`src/rtl/rst_ctrl_seq_if.sv`:
```
// Bundle of the sequencer's request input and its sequenced reset/status outputs.
// The sequencer uses the master side; whoever requests resets and watches the outputs uses the slave side.
interface rst_ctrl_seq_if #(
  parameter int NUM_OUTPUTS = 3
);

  logic                   reset_req;
  logic [NUM_OUTPUTS-1:0] reset_out_n;
  logic                   busy;
  logic                   seq_done;

  modport master (
    input  reset_req,
    output reset_out_n,
    output busy,
    output seq_done
  );

  modport slave (
    output reset_req,
    input  reset_out_n,
    input  busy,
    input  seq_done
  );

endinterface

```
`src/rtl/rst_ctrl_seq.sv`:
```
// Reset sequencer: asserts all downstream active-low resets together, stretches them,
// then releases them one by one in index order with a fixed gap between releases.
module rst_ctrl_seq #(
  parameter int NUM_OUTPUTS       = 3,
  parameter int MIN_ASSERT_CYCLES = 16,
  parameter int RELEASE_GAP       = 8,
  parameter int CNT_WIDTH         = 8
) (
  input  logic                  clk,
  input  logic                  rst_n,
  rst_ctrl_seq_if.master        bus
);

  localparam int IDX_W = (NUM_OUTPUTS > 1) ? $clog2(NUM_OUTPUTS + 1) : 1;

  localparam logic [1:0] ST_ASSERT  = 2'd0;
  localparam logic [1:0] ST_RELEASE = 2'd1;
  localparam logic [1:0] ST_IDLE    = 2'd2;

  localparam logic [CNT_WIDTH-1:0] ASSERT_LAST = CNT_WIDTH'(MIN_ASSERT_CYCLES - 1);
  localparam logic [CNT_WIDTH-1:0] GAP_LAST    = CNT_WIDTH'(RELEASE_GAP - 1);
  localparam logic [IDX_W-1:0]     IDX_LAST    = IDX_W'(NUM_OUTPUTS - 1);

  generate
    if (NUM_OUTPUTS < 1) begin : gen_bad_outputs
      $error("rst_ctrl_seq: NUM_OUTPUTS must be at least 1");
    end
    if (MIN_ASSERT_CYCLES < 1) begin : gen_bad_min
      $error("rst_ctrl_seq: MIN_ASSERT_CYCLES must be at least 1");
    end
    if (RELEASE_GAP < 1) begin : gen_bad_gap
      $error("rst_ctrl_seq: RELEASE_GAP must be at least 1");
    end
    if ((MIN_ASSERT_CYCLES - 1) >= (2 ** CNT_WIDTH) ||
        (RELEASE_GAP - 1) >= (2 ** CNT_WIDTH)) begin : gen_bad_width
      $error("rst_ctrl_seq: CNT_WIDTH too narrow for the configured cycle counts");
    end
  endgenerate

  logic [1:0]             state_q, state_d;
  logic [CNT_WIDTH-1:0]   cnt_q,   cnt_d;
  logic [IDX_W-1:0]       idx_q,   idx_d;
  logic [NUM_OUTPUTS-1:0] out_q,   out_d;
  logic                   busy_q,  busy_d;
  logic                   done_q,  done_d;

  // A request overrides everything; an unknown state falls back to a full re-assert.
  always_comb begin
    state_d = state_q;
    cnt_d   = cnt_q;
    idx_d   = idx_q;
    out_d   = out_q;
    busy_d  = busy_q;
    done_d  = 1'b0;

    if (bus.reset_req) begin
      state_d = ST_ASSERT;
      cnt_d   = '0;
      idx_d   = '0;
      out_d   = '0;
      busy_d  = 1'b1;
    end else begin
      case (state_q)
        ST_ASSERT: begin
          if (cnt_q == ASSERT_LAST) begin
            out_d[0] = 1'b1;
            cnt_d    = '0;
            idx_d    = IDX_W'(1);
            if (NUM_OUTPUTS == 1) begin
              state_d = ST_IDLE;
              busy_d  = 1'b0;
              done_d  = 1'b1;
            end else begin
              state_d = ST_RELEASE;
            end
          end else begin
            cnt_d = cnt_q + 1'b1;
          end
        end

        ST_RELEASE: begin
          if (cnt_q == GAP_LAST) begin
            for (int i = 0; i < NUM_OUTPUTS; i++) begin
              if (idx_q == IDX_W'(i)) begin
                out_d[i] = 1'b1;
              end
            end
            cnt_d = '0;
            idx_d = idx_q + 1'b1;
            if (idx_q == IDX_LAST) begin
              state_d = ST_IDLE;
              busy_d  = 1'b0;
              done_d  = 1'b1;
            end
          end else begin
            cnt_d = cnt_q + 1'b1;
          end
        end

        ST_IDLE: begin
        end

        default: begin
          state_d = ST_ASSERT;
          cnt_d   = '0;
          idx_d   = '0;
          out_d   = '0;
          busy_d  = 1'b1;
        end
      endcase
    end
  end

  always_ff @(posedge clk or negedge rst_n) begin
    if (!rst_n) begin
      state_q <= ST_ASSERT;
      cnt_q   <= '0;
      idx_q   <= '0;
      out_q   <= '0;
      busy_q  <= 1'b1;
      done_q  <= 1'b0;
    end else begin
      state_q <= state_d;
      cnt_q   <= cnt_d;
      idx_q   <= idx_d;
      out_q   <= out_d;
      busy_q  <= busy_d;
      done_q  <= done_d;
    end
  end

  assign bus.reset_out_n = out_q;
  assign bus.busy        = busy_q;
  assign bus.seq_done    = done_q;

endmodule

```
`src/flat_wrapper.sv`:
```
// flat-port wrapper written by rule: the top's interface ports become plain ports
module rst_ctrl_seq_flat 
#(
  parameter int NUM_OUTPUTS       = 3,
  parameter int MIN_ASSERT_CYCLES = 16,
  parameter int RELEASE_GAP       = 8,
  parameter int CNT_WIDTH         = 8
)
  (clk, rst_n, bus_reset_req, bus_reset_out_n, bus_busy, bus_seq_done);
  rst_ctrl_seq_if #(.NUM_OUTPUTS(NUM_OUTPUTS)) bus_i ();
  input  logic clk;
  input  logic rst_n;
  input wire logic [$bits(bus_i.reset_req)-1:0] bus_reset_req;
  output wire logic [$bits(bus_i.reset_out_n)-1:0] bus_reset_out_n;
  output wire logic [$bits(bus_i.busy)-1:0] bus_busy;
  output wire logic [$bits(bus_i.seq_done)-1:0] bus_seq_done;
  assign bus_i.reset_req = bus_reset_req;
  assign bus_reset_out_n = bus_i.reset_out_n;
  assign bus_busy = bus_i.busy;
  assign bus_seq_done = bus_i.seq_done;
  rst_ctrl_seq #(.NUM_OUTPUTS(NUM_OUTPUTS), .MIN_ASSERT_CYCLES(MIN_ASSERT_CYCLES), .RELEASE_GAP(RELEASE_GAP), .CNT_WIDTH(CNT_WIDTH)) u_core (.clk(clk), .rst_n(rst_n), .bus(bus_i));
endmodule
```
`config.mk`:
```
export PLATFORM = sky130hd
export DESIGN_NAME = rst_ctrl_seq_flat
export DESIGN_NICKNAME = d
export VERILOG_FILES = /design/src/rtl/rst_ctrl_seq_if.sv /design/src/rtl/rst_ctrl_seq.sv /design/src/flat_wrapper.sv
export SDC_FILE = /design/constraint.sdc
export NUM_CORES = 1
export LEC_CHECK = 0
export CAP_MARGIN = 20
export CORE_ASPECT_RATIO = 1.1
export CORE_MARGIN = 8
export CORE_UTILIZATION = 50
export DETAILED_ROUTE_END_ITERATION = 8
export PLACE_DENSITY = 0.7
export SYNTH_ARGS = -nofsm -noshare
export SYNTH_HDL_FRONTEND = slang
export SYNTH_SLANG_ARGS = --single-unit
```
`constraint.sdc`:
```
create_clock -name clk -period 1.55 [get_ports clk]
set_input_delay 0.155 -clock clk [delete_from_list [all_inputs] [get_ports clk]]
set_output_delay 0.155 -clock clk [all_outputs]
set_load 0.02 [all_outputs]
```
After elaboration in Yosys (flattened, before gate mapping)
Cells that the tools add are included.
Word-level totals
  register bits: 17
  input port bits: 3
  output and inout bits: 5
Cells by class
  add/sub/neg operators: 2
  eq/ne operators: 13
  mux-type cells: 28
  reduce and logical (&&, ||, !) cells: 8
Operators with widths (count)
  8-bit two-way mux: 3
  8-bit case mux with 3 select lines: 1
  3-bit by 2-bit inequality test with 1-bit output, second input constant: 5
  2-bit two-way mux: 6
  2-bit case mux with 3 select lines: 2
  1-bit two-way mux: 11
  3-bit AND reduction: 3
  8-bit by 1-bit adder with 8-bit output, second input constant: 1
  8-bit by 3-bit == test with 1-bit output, second input constant: 1
  8-bit by 4-bit == test with 1-bit output, second input constant: 1
  4-bit AND reduction: 2
  3-bit two-way mux: 2
  2-bit by 1-bit == test with 1-bit output, second input constant: 2
  2-bit == test, second input constant: 2
  2-bit logical NOT: 2
  2-bit case mux with 2 select lines: 1
  1-bit case mux with 3 select lines: 1
  2-bit by 1-bit adder with 2-bit output, second input constant: 1
  2-bit by 1-bit inequality test with 1-bit output, second input constant: 1
  2-bit inequality test, second input constant: 1
  1-bit case mux with 2 select lines: 1
  2-bit OR reduction: 1

Longest topological paths before layout
Gate-level depths: netlist of the first run.
  depth after elaboration: 5
  gate-level depth with buffers: 5
  depth with buffers taken out: 5

Worst setup path after synthesis of the first run
No wires, ideal clock.
  kind: flip-flop to flip-flop
  start: register u_core.cnt_q[4]
  end: register u_core.busy_q, in the netlist u_core.bus.busy
  library setup time: 0.084 ns
  arrival time: 1.614 ns
  setup slack: -0.148 ns
  cell stages (with the launch flop): 5
  clock period less this slack: 1.698 ns
  cell sequence: dfrtp_1 > or4_4 > nor3_4 > nand2_2 > a221o_1
On the way
  longest elaborated chain between the ends: 3
Ends and longest elaborated chain
  start: declaration: line rst_ctrl_seq.sv:41  | logic [CNT_WIDTH-1:0] cnt_q, cnt_d;
  start signal: assignment: line rst_ctrl_seq.sv:124  | cnt_q <= cnt_d;
  8-bit by 3-bit == test with 1-bit output: line rst_ctrl_seq.sv:82  | if (cnt_q == GAP_LAST) begin
  3-bit by 2-bit inequality test with 1-bit output (no line)
  3-bit AND reduction (no line)
  end signal: assignment: line rst_ctrl_seq.sv:127  | busy_q <= busy_d;
  end: declaration: line rst_ctrl_seq.sv:44  | logic busy_q, busy_d;
No other way between the ends.
A chain may end at the register's enable or synchronous reset.

Final worst setup path of the first run
  start: register u_core.cnt_q[7]
  end: register u_core.out_q[0], in the netlist u_core.bus.reset_out_n[0]
On the way
  longest elaborated chain between the ends: 3
Ends and longest elaborated chain
  8-bit by 3-bit == test with 1-bit output or 8-bit by 4-bit == test with 1-bit output (tied branches): line rst_ctrl_seq.sv:82, rst_ctrl_seq.sv:65
  3-bit by 2-bit inequality test with 1-bit output (no line)
  4-bit AND reduction (no line) (*)
  end signal: assignment: line rst_ctrl_seq.sv:126  | out_q <= out_d;
  end: declaration: line rst_ctrl_seq.sv:43  | logic [NUM_OUTPUTS-1:0] out_q, out_d;
Mark *: on every way between the ends. The rest lies on a longest branch, timed or not.

==> summary.txt, run 1 <==
outcome -> complete, but fails checks
failing checks -> negative setup slack
Routed Antenna Nets -> 0
final net count -> 131
Antenna diodes -> 0
Synth Warn # -> 0
Slew Viols, Final -> 0
CP Data Required Time -> 1.76 ns
pwr/cell area -> 617.0 nW/um^2
register area -> 426.7 um^2
vias in the first global route -> 819
gr ovfl total -> 0
Synth Cell Area -> 944.7 um^2
first-pass GRT wire length -> 3.732 mm
crit path launch type -> flop
final setup vio count -> 9
Design Area, Final -> 1237 um^2
worst-margin pin slew -> 0.4409 ns
Global Route Usage Sum -> 14.12%
Yosys reg bits -> 17
number of max-cap violations -> 0
I/O pin count -> 8
CTS max path bufs -> 2
TritonCTS clock tree -> built
cts bufs inserted -> 3
via count -> 823
Final WS setup -> -0.1299 ns
Peak Freq -> 595.3 MHz
Syn Inst Count -> 96
site row count -> 16
critical path peak fanout -> 4
GP Congestion -> 0.8374
Avg WL per Cell -> 15.74 um
Final min period -> 1.680 ns
Setup crit end kind -> flop
DIE WIDTH -> 57.45 um
multi-input logic area -> 526.8 um^2
VDD IR-drop max -> 0.5863 mV
die area -> 3538 um^2
simple-gate share of the synthesized area -> 24.77%
Rel. slew slack -> 70.50%
Detailed Route WL -> 2.203 mm
Design Power -> 0.7636 mW
Num Clock Sinks -> 17
Starting Density -> 53.02%
final hold slack -> 0.1684 ns
clk_lat worst skew -> 0.30 ns
clk root buf -> clkbuf_4
Layout Cells excl Fill -> 140
final core occ -> 69.45%
Die Ht -> 61.59 um
Distinct cells, synth -> 35
Crit. Startpoint -> u_core.cnt_q[7]
largest net degree at the start of global routing -> 18
Synth Area in Adders -> 6.623%
vias per cell -> 5.879
layout cell share with drive strength beyond 1 -> 31.15%
Mapped Avg Cell Area -> 9.840 um^2
htree depth -> 1
Hold Path Class -> in2async
pre-CTS setup slack -> -0.1398 ns
CTS clk-pin slew, worst paths -> 0.10 ns
R2R depth -> 5
placed cells -> 135
dpl cell area -> 1157 um^2
Post-Synth XOR/XNOR Area -> 0%
IO buf count -> 7
TritonRoute pass-1 iters -> 5
Fin. Hold Viols -> 0
mux share of post-synthesis cell area -> 0%
syn_nets -> 104
RSZ-0062 raised after global routing -> true
Worst Skew -> 0.007800 ns
fill cell count -> 137
Worst Path Arrival -> 1.89 ns
reg2reg start -> u_core.cnt_q[7]
initial antenna violation count -> 0
leak pwr -> 0.5359 nW
Detailed Place HPWL -> 1.628 mm
CORE AREA -> 1782 um^2
period utilisation layout -> 108.4%
Seq/Total Area, Yosys -> 45.17%
largest family of logic cells by synthesized area -> simple AND/OR/NAND/NOR gates
Setup TNS Final -> -0.6803 ns
kind of critical path -> reg2reg
DRC violations left -> 0
synthesis-to-finish area growth -> 30.99%
initial drt markers -> 25
Synth Area in Compound Gates -> 20.26%
==> state kept, by name (all words and copies together) (netlist names) <==
register,count
u_core.bus.seq_done,1
u_core.idx_q,2
u_core.state_q,2
u_core.cnt_q,8
u_core.bus.reset_out_n,3
u_core.bus.busy,1
==> critical path, cell delays in order (launching register included) <==
cell       delay (ns)
dfrtp_1          0.40
or4_4            0.59
a2111oi_4        0.23
buf_4            0.18
nor2_1           0.04
a211oi_1         0.16
==> per-layer routing <==
layer	wire length [um]	global-route usage (%)
met4	42	8.214
met3	80	3.549
met1	968	15.71
met2	1112	24.28
met5	0	0
==> cell families (layout without fill, tap and decap cells) <==
family	count (synthesis)	count (layout)
simple gates	41	41
fa+ha+maj	5	5
buf+inv	8	34
compound gates	25	25
flops	17	17
==> final cells by class <==
cell class	count	area share, %
clock buffers	3	1.820
clock inverters	1	0.4044
inverters	4	1.213
multi-input cells	71	42.57
flip-flops and latches	17	34.48
well taps	18	1.820
repair buffers	26	17.69
==> power breakdown <==
part	internal [mW]	switching [mW]
logic	0.0279	0.0346
clock network	0.0962	0.147
registers	0.450	0.00773
==> timing repair <==
item	in CTS	in global routing
endpoints found under the setup margin	11	12
gates resized for setup	7	6
setup buffers	1	0
hold buffers	0	0
pin swaps	8	4
endpoints found under the hold margin	0	0
==> synth_stat cells <==
cell type / count / area share, %
o22ai_1: 1 / 0.66
nor2b_1: 3 / 2.0
or4_4: 1 / 1.2
a21oi_1: 6 / 3.2
nand2b_1: 1 / 0.66
and4_1: 1 / 0.93
dfrtp_1: 16 / 42
clkbuf_1: 4 / 1.6
o21ai_1: 1 / 0.53
o211ai_1: 1 / 0.79
nand3_1: 9 / 4.8
a32o_1: 1 / 1.1
and3_1: 1 / 0.66
nor3_4: 1 / 1.7
dfstp_2: 1 / 2.8
or3_1: 4 / 2.6
nand4_1: 1 / 0.66
o21ai_0: 2 / 1.1
a221o_1: 1 / 1.1
nand3b_1: 1 / 0.79
a211o_1: 2 / 1.9
a22oi_1: 1 / 0.79
nor2_1: 8 / 3.2
a2111oi_4: 1 / 2.9
nor4_1: 1 / 0.66
a211oi_1: 4 / 3.2
nand2_1: 6 / 2.4
nand3b_2: 1 / 1.2
a311oi_1: 1 / 0.93
a31oi_1: 1 / 0.66
o21bai_1: 2 / 1.6
or2_1: 1 / 0.66
ha_1: 5 / 6.6
inv_1: 4 / 1.6
nand2_2: 1 / 0.66
==> layout by cell type (no fill, tap or decap), types with 3 or more instances in the layout <==
cell type	netlist	routed
buf_4	0	17
nand3_1	9	9
inv_1	4	4
clkdlybuf4s50_1	0	6
nand2_1	6	5
nor2_1	8	7
dfrtp_1	16	16
clkbuf_4	0	3
ha_1	5	5
a21oi_2	0	4
or3_1	4	4
nor2b_1	3	3
==> path summary, 6_finish.rpt <==
check	to	slack [ns]
worst max-delay path	u_core.bus.reset_out_n[0]	-0.13
worst min-delay path	u_core.cnt_q[5]	0.17
worst max register to register	u_core.bus.reset_out_n[0]	-0.13
worst min register to register	u_core.idx_q[0]	0.55
max in group asynchronous	u_core.bus.busy	1.13
min in group clk	u_core.idx_q[0]	0.55
Power figures use the tool's default switching activity.
==> inputs of run 2 (changes only) <==
- CELL_PAD_IN_SITES_DETAIL_PLACEMENT: not set -> 1
- CELL_PAD_IN_SITES_GLOBAL_PLACEMENT: not set -> 1
- CORE_UTILIZATION: 50 -> 39
- SKIP_CTS_REPAIR_TIMING: not set -> 1
==> run 2 against run 1 <==
Against the previous run:
- the run still ends with negative setup slack left
- hold slack is essentially flat
- core utilization shrank 13 points
- clock power grew 5%
- cell count grew 9.3%
- design area grew 3.7%
- count of clock-buffer cells in the layout is the same
- largest cell class unchanged
- largest power group unchanged
==> summary.txt, run 2 (synthesis gave the netlist of run 1 again) <==
outcome -> complete, but fails checks (unchanged)
failing checks -> negative setup slack (unchanged)
via count -> 875 (was 823)
Global Route Usage Sum -> 13.40% (was 14.12%)
VDD IR-drop max -> 0.4980 mV (was 0.5863 mV)
Reg with most FFs -> u_core.cnt_q (unchanged)
max reg flops -> 8 (unchanged)
Final min period -> 1.742 ns (was 1.680 ns)
Avg WL per Cell -> 17.71 um (was 15.74 um)
Detailed Route WL -> 2.710 mm (was 2.203 mm)
Worst Skew -> 0.003936 ns (was 0.007800 ns)
max incr delay on CP -> 0.60 ns (was 0.59 ns)
critical path peak fanout -> 4 (unchanged)
clk_lat worst skew -> 0.30 ns (about the same)
TritonRoute pass-1 iters -> 4 (was 5)
Starting Density -> 41.53% (was 53.02%)
worst path cell trace -> or4_4 -> a211o_1 -> a31oi_1 -> o22ai_1 (was or4_4 -> a2111oi_4 -> buf_4 -> nor2_1 -> a211oi_1)
fill cell count -> 259 (was 137)
RSZ-0062 raised after global routing -> true (unchanged)
Switch Pwr -> 0.2020 mW (was 0.1895 mW)
Clk network pwr share -> 32.6% (was 31.9%)
most frequent cells in the layout -> buf_4, dfrtp_1, nand3_1 (unchanged)
Fin. Hold Viols -> 0 (unchanged)
final net count -> 132 (was 131)
vias in the first global route -> 944 (was 819)
DRC violations left -> 0 (unchanged)
pre-CTS setup slack -> -0.1766 ns (was -0.1398 ns)
most common cell after layout, fill and taps aside -> buf_4 (unchanged)
power share of the combinational group -> 8.6% (was 8.2%)
vias per cell -> 5.719 (was 5.879)
number of max-cap violations -> 0 (unchanged)
sw frac -> 25.98% (was 24.82%)
die area -> 4255 um^2 (was 3538 um^2)
CORE AREA -> 2275 um^2 (was 1782 um^2)
period utilisation layout -> 112.4% (was 108.4%)
CP Data Required Time -> 1.74 ns (was 1.76 ns)
initial antenna violation count -> 0 (unchanged)
IO buf count -> 7 (unchanged)
Hold Path Class -> in2async (unchanged)
initial drt markers -> 22 (was 25)
synthesis-to-finish area growth -> 35.89% (was 30.99%)
critical path buffer and inverter count -> 0 (was 1)
Peak Freq -> 574.0 MHz (was 595.3 MHz)
Setup crit end kind -> flop (unchanged)
register area -> 427.9 um^2 (was 426.7 um^2)
Detailed Place HPWL -> 1.883 mm (was 1.628 mm)
clk root buf -> clkbuf_4 (unchanged)
Final WS setup -> -0.1922 ns (was -0.1299 ns)
Num Clock Sinks -> 17 (unchanged)
I/O pin count -> 8 (unchanged)
gr ovfl total -> 0 (unchanged)
multi-input logic area -> 545.5 um^2 (was 526.8 um^2)
cts bufs inserted -> 3 (unchanged)
crit path launch type -> flop (unchanged)
leak pwr -> 0.5415 nW (was 0.5359 nW)
CTS max path bufs -> 2 (unchanged)
Setup TNS Final -> -1.069 ns (was -0.6803 ns)
Routed Antenna Nets -> 0 (unchanged)
critical path's top delay family -> compound AO/OA/AOI/OAI gates (was simple AND/OR/NAND/NOR gates)
Worst Path Arrival -> 1.94 ns (was 1.89 ns)
CTS clk-pin slew, worst paths -> 0.11 ns (was 0.10 ns)
first-pass GRT wire length -> 4.554 mm (was 3.732 mm)
Rel. slew slack -> 77.08% (was 70.50%)
kind of critical path -> reg2reg (unchanged)
Die Ht -> 67.62 um (was 61.59 um)
Antenna diodes -> 0 (unchanged)
Worst path slowest cell -> or4_4 (unchanged)
worst-margin pin slew -> 0.3439 ns (was 0.4409 ns)
Flop pwr share -> 58.8% (was 59.9%)
GP Congestion -> 0.8027 (was 0.8374)
layout cell share with drive strength beyond 1 -> 34.96% (was 31.15%)
Slew Viols, Final -> 0 (unchanged)
site row count -> 18 (was 16)
TritonCTS clock tree -> built (unchanged)
largest net degree at the start of global routing -> 18 (unchanged)
htree depth -> 1 (unchanged)
DIE WIDTH -> 62.93 um (was 57.45 um)
internal power -> 0.5754 mW (was 0.5740 mW)
pwr/cell area -> 605.6 nW/um^2 (was 617.0 nW/um^2)
final setup vio count -> 10 (was 9)
-- run 2: metrics by stage --
step	instance area (um^2)	hold WS (ns)	power (mW)	utilization (%)	instances
3_5_place_dp	1172	0.5153	0.5310	51.54	147
3_3_place_gp	1172	0.5080	0.5284	51.54	147
5_1_grt	1284	0.1864	0.8179	56.44	153
4_1_cts	1200	0.1717	0.7898	52.75	151
2_1_floorplan	944.7	-0.1406	0.4893	-	96
6_report	1284	0.1680	0.7774	56.44	153
-- run 2: power by group through the flow --
stage,logic (mW),clock network [mW],registers [mW]
2_1_floorplan,0.0239,0,0.465
3_3_place_gp,0.0635,0,0.465
3_5_place_dp,0.0656,0,0.465
4_1_cts,0.0660,0.267,0.457
5_1_grt,0.0756,0.284,0.459
6_report,0.0667,0.254,0.457
-- run 2: routing by layer --
metal | wire (um) | vias to the layer above | track usage, %
li1 | - | 410 | -
met1 | 1181 | 448 | 14.98
met2 | 1409 | 12 | 23.94
met3 | 78 | 5 | 3.146
met4 | 40 | 0 | 6.268
met5 | 0 | - | 0
-- run 2: worst paths after layout --
path                            slack, ns  cells after the start             from         endpoint
worst max-delay path                -0.19                      4  u_core.cnt_q[7]  u_core.cnt_q[3]
min in group clk                     0.55                      1  u_core.idx_q[0]  u_core.idx_q[0]
worst min register to register       0.55                      1  u_core.idx_q[0]  u_core.idx_q[0]
worst min-delay path                 0.17                      2            rst_n  u_core.cnt_q[2]
worst max register to register      -0.19                      4  u_core.cnt_q[7]  u_core.cnt_q[3]
max in group asynchronous            1.12                      2            rst_n  u_core.bus.busy
-- run 2: final cells by class --
type                            count  area share, %
Multi-Input combinational cell     71          42.50
Sequential cell                    17          33.33
Timing Repair Buffer               27          17.93
Tap cell                           30          2.924
Clock buffer                        3          1.754
Inverter                            4          1.170
Clock inverter                      1         0.3899
